File: src/rtl/outputport.sv
// Bundled-data 4-phase output port: hands one synchronous word at a time to an
// asynchronous receiver, counting completed transfers and flagging early acks.
module outputport #(
    parameter int WIDTH = 8,
    parameter int SETUP = 2
) (
    input  logic             clk_outputport,
    input  logic             reset,
    input  logic             valid_in,
    input  logic [WIDTH-1:0] data_in,
    output logic             ready,
    output logic             req,
    input  logic             ack,
    output logic [WIDTH-1:0] data_out,
    output logic             busy,
    output logic [15:0]      tx_count,
    output logic             proto_err
);

    localparam int          SYNC_STAGES = 2;
    localparam logic [3:0]  SETUP_INIT  = 4'(SETUP);

    typedef enum logic [1:0] {
        ST_IDLE,
        ST_SETUP,
        ST_REQ_HI,
        ST_REQ_LO
    } state_t;

    state_t                 state_reg;
    logic [3:0]             setup_cnt_reg;
    logic                   req_reg;
    logic [WIDTH-1:0]       data_out_reg;
    logic [15:0]            tx_count_reg;
    logic                   proto_err_reg;
    logic [SYNC_STAGES-1:0] ack_sync_reg;
    logic                   ack_s;

    // Raw ack is only ever seen by the first synchroniser stage.
    generate
        for (genvar gi = 0; gi < SYNC_STAGES; gi++) begin : g_ack_sync
            logic stage_in;
            if (gi == 0) begin : g_first
                assign stage_in = ack;
            end else begin : g_chain
                assign stage_in = ack_sync_reg[gi-1];
            end
            always_ff @(posedge clk_outputport or posedge reset) begin
                if (reset) begin
                    ack_sync_reg[gi] <= 1'b0;
                end else begin
                    ack_sync_reg[gi] <= stage_in;
                end
            end
        end
    endgenerate

    assign ack_s = ack_sync_reg[SYNC_STAGES-1];

    always_ff @(posedge clk_outputport or posedge reset) begin
        if (reset) begin
            state_reg     <= ST_IDLE;
            setup_cnt_reg <= 4'd0;
            req_reg       <= 1'b0;
            data_out_reg  <= '0;
            tx_count_reg  <= 16'd0;
            proto_err_reg <= 1'b0;
        end else begin
            case (state_reg)
                ST_IDLE: begin
                    if (ack_s) begin
                        proto_err_reg <= 1'b1;
                    end
                    if (valid_in) begin
                        data_out_reg  <= data_in;
                        setup_cnt_reg <= SETUP_INIT;
                        state_reg     <= ST_SETUP;
                    end
                end
                ST_SETUP: begin
                    // An early ack is flagged but never alters the sequence.
                    if (ack_s) begin
                        proto_err_reg <= 1'b1;
                    end
                    setup_cnt_reg <= setup_cnt_reg - 4'd1;
                    if (setup_cnt_reg <= 4'd1) begin
                        req_reg   <= 1'b1;
                        state_reg <= ST_REQ_HI;
                    end
                end
                ST_REQ_HI: begin
                    if (ack_s) begin
                        req_reg   <= 1'b0;
                        state_reg <= ST_REQ_LO;
                    end
                end
                ST_REQ_LO: begin
                    if (!ack_s) begin
                        tx_count_reg <= tx_count_reg + 16'd1;
                        state_reg    <= ST_IDLE;
                    end
                end
                default: begin
                    req_reg   <= 1'b0;
                    state_reg <= ST_IDLE;
                end
            endcase
        end
    end

    assign ready     = (state_reg == ST_IDLE);
    assign busy      = (state_reg != ST_IDLE);
    assign req       = req_reg;
    assign data_out  = data_out_reg;
    assign tx_count  = tx_count_reg;
    assign proto_err = proto_err_reg;

endmodule
File: config.mk
export PLATFORM = sky130hd
export DESIGN_NAME = outputport
export DESIGN_NICKNAME = d
export VERILOG_FILES = /design/src/rtl/outputport.sv
export SDC_FILE = /design/constraint.sdc
export NUM_CORES = 1
export LEC_CHECK = 0
export CORE_MARGIN = 2
export CORE_UTILIZATION = 48
export CTS_CLUSTER_DIAMETER = 60
export DETAILED_ROUTE_END_ITERATION = 12
export GPL_TIMING_DRIVEN = 0
export PLACE_DENSITY = 0.78
export SETUP_SLACK_MARGIN = 0.2
export SLEW_MARGIN = 25
export SYNTH_ARGS = -nofsm -noshare
export SYNTH_HDL_FRONTEND = slang
export SYNTH_SLANG_ARGS = --single-unit
File: constraint.sdc
create_clock -name clk_outputport -period 1.7 [get_ports clk_outputport]
set_input_delay 0.34 -clock clk_outputport [delete_from_list [all_inputs] [get_ports clk_outputport]]
set_output_delay 0.34 -clock clk_outputport [all_outputs]
set_load 0.05 [all_outputs]
==> metrics.md <==
| Metric | Value |
|---|---|
| Status | `finished clean` |
| WL/cell | `13.3 um` |
| Maximum clock insertion buffer count | `2` |
| Logic pwr share | `57.7%` |
| Fraction of layout cells with a size suffix above 1 | `51.6%` |
| CTS sink cnt | `34` |
| Slew HR | `55.4%` |
| Routed vias/inst | `4.94` |
| Grt ovf | `0` |
| Flop pwr share | `30.6%` |
| Share of the yosys chip area belonging to registers | `54.6%` |
| Total CTS buffers | `5` |
| F_max | `0.638 GHz` |
| WP data required | `1.36 ns` |
| ANT nets after route | `0` |
| H-tree depth | `2` |
| Most frequent cell after synthesis | `dfrtp_1` |
| Largest net degree at the start of global routing | `35` |
| Initial antenna violation count | `0` |
| GPL Wtd Cong | `0.758` |
| Starting Density | `50.7%` |
| Nets | `205` |
| Avg Synthesized Cell Area | `12.3 um2` |
| Ys Warns | `0` |
| Dpl cells | `210` |
| Fin Hold WS | `0.358 ns` |
| Power per Cell Area | `1800 nW/um2` |
| Synth area leaders | `dfrtp_1, mux2_2, ha_1, xnor2_1, nand2_1` |
| Net Sw Frac | `44.6%` |
| RSZ-0062 raised after global routing | `true` |
| Clock power frac | `11.7%` |
| Drt first-iter violations | `13` |
| Max Cap Viol | `0` |
| Die W | `61.0 um` |
| Worst-skew pair later-pin latency | `0.34 ns` |
| Tcrit/Tclk final | `92.2%` |
| Number of synthesized register bits | `34` |
| Crit path launch type | `register` |
| I/O pins | `40` |
| Clock slew at reported path FFs | `0.10 ns` |
| Clock skew | `0.00734 ns` |
| Crit path time final | `1.57 ns` |
| Site row count | `20` |
| Drt pass-1 iters | `5` |
| Crit path DAT | `1.23 ns` |
| FILL cells | `225` |
| Min-Delay Path Class | `register to register` |
| Synth Flop Type | `dfrtp_1` |
| Post-Syn Area | `1560 um2` |
| Worst-path fanout max | `4` |
| IR drop worst, VDD | `1190 uV` |
| Port Buffer Count | `39` |
| Count of different cell masters after synthesis | `25` |
| Fin. max-slew vios | `0` |
| Crit. End Element | `output port` |
| Max reg flops | `16` |
| First-pass GRT wire length | `4780 um` |
| Dominant cell type by area after synthesis | `dfrtp_1` |
| Top cells by instance count after synthesis | `dfrtp_1, nand2_1, mux2_2, xnor2_1` |
| Final Util | `72.9%` |
| Leakage power | `1.02 nW` |
| Post-synth ARST share | `100%` |
| Worst slew pin tran | `0.667 ns` |
| Number of global-route vias before repair | `1083` |
| CTS tree | `built` |
| Core area | `3080 um2` |
| # DRC | `0` |
| Internal power | `2.23 mW` |
| Psw | `1.80 mW` |
| Root buffer cell | `clkbuf_4` |
| Die H | `61.0 um` |
| Final wirelength | `3070 um` |
| Syn_nets | `147` |
| Total GRT Usage | `17.9%` |
| Cells after Synth | `127` |
| Final setup viols | `0` |
| # diodes | `0` |
| Post-synth EDFFs | `0` |
| Fin cells | `230` |
| Crit Path Class | `register to output port` |
| Top cell type's share of synthesized area | `54.6%` |
| Final HPWL DP | `2080 um` |
| Syn-to-layout area delta | `43.9%` |
| Final Hold Viols | `0` |
| Die ar. | `3720 um2` |
| Via count | `1137` |
==> worst paths after layout <==
path                           endpoint  slack, ns  cells past startpoint                    from
max reg2reg                state_reg[1]       0.17                      7            state_reg[0]
min in group asynchronous  tx_count[12]       0.41                      2                   reset
min                               ack_s       0.36                      0  g_ack_sync[1].stage_in
min reg2reg                       ack_s       0.36                      0  g_ack_sync[1].stage_in
max in group asynchronous   tx_count[3]       0.83                      2                   reset
max                                busy       0.13                      4            state_reg[0]
==> logic make-up (layout without fill, tap and decap cells) <==
group	after synthesis	count (layout)	synth area share, %
simple gates	39	39	14.9
flops	34	34	54.6
xor+xnor	15	15	8.43
mux	13	13	9.15
compound gates	9	9	3.85
buf+inv	9	68	2.65
fa+ha+maj	8	8	6.42
==> power groups by stage <==
stage	Sequential [mW]	Combinational, mW	Clock, mW
floorplan	1.79	0.827	0
global placement	1.22	1.89	0
detailed placement	1.25	1.95	0
CTS	1.23	2.10	0.472
global route	1.26	2.51	0.512
finish	1.23	2.33	0.470
==> cell type report <==
cell class	instances	area, um2	area share [%]
plain buffers	1	11.3	0.502
clock buffers	7	55.1	2.45
clock inverters	1	5.00	0.223
inverters	8	30.0	1.34
multi-input cells	84	774	34.5
flip-flops and latches	34	862	38.4
well taps	44	55.1	2.45
repair buffers	51	450	20.1
==> critical path, stage by stage (launching register included) <==
cell	delay [ns]
dfrtp_1	0.42
inv_2	0.12
ha_4	0.17
inv_2	0.04
buf_6	0.14
==> stage by stage <==
step                setup slack, ns  TNS (ns)  area (um2)  total power, mW
CTS                           0.125         0        2190             3.80
floorplan                     0.201         0        1600             2.62
global route                 0.0567         0        2240             4.28
global placement             -0.208     -4.98        2040             3.12
detailed placement           -0.207    -0.381        2040             3.19
finish                        0.132         0        2240             4.03
==> what timing repair did <==
action | in CTS | in global routing
pin swaps | 5 | 4
hold buffers | 0 | 0
resized for setup | 105 | 36
buffers inserted | 9 | 3
endpoints found under the setup margin | 36 | 29
cloned | 0 | 0
==> layout by cell type (no fill, tap or decap), types with 4 or more instances in the layout <==
| master | n |
|---|---|
| buf_4 | 11 |
| dfrtp_1 | 25 |
| clkdlybuf4s50_1 | 11 |
| clkdlybuf4s15_2 | 15 |
| dfrtp_2 | 9 |
| clkbuf_4 | 5 |
| ha_4 | 4 |
| xor2_1 | 5 |
| nand4_1 | 4 |
| inv_2 | 6 |
| buf_2 | 11 |
| nand2_1 | 11 |
| xnor2_1 | 10 |
| mux2_2 | 9 |
| buf_6 | 4 |
==> per-layer routing <==
layer,GRT usage [%],up-vias,part of all wire [%]
met5,0,-,0
met3,5.97,7,5.3
li1,-,548,-
met2,30.0,33,50
met1,21.5,549,42
met4,6.52,0,2.3
Note: power is estimated with default switching activity, not from simulation.
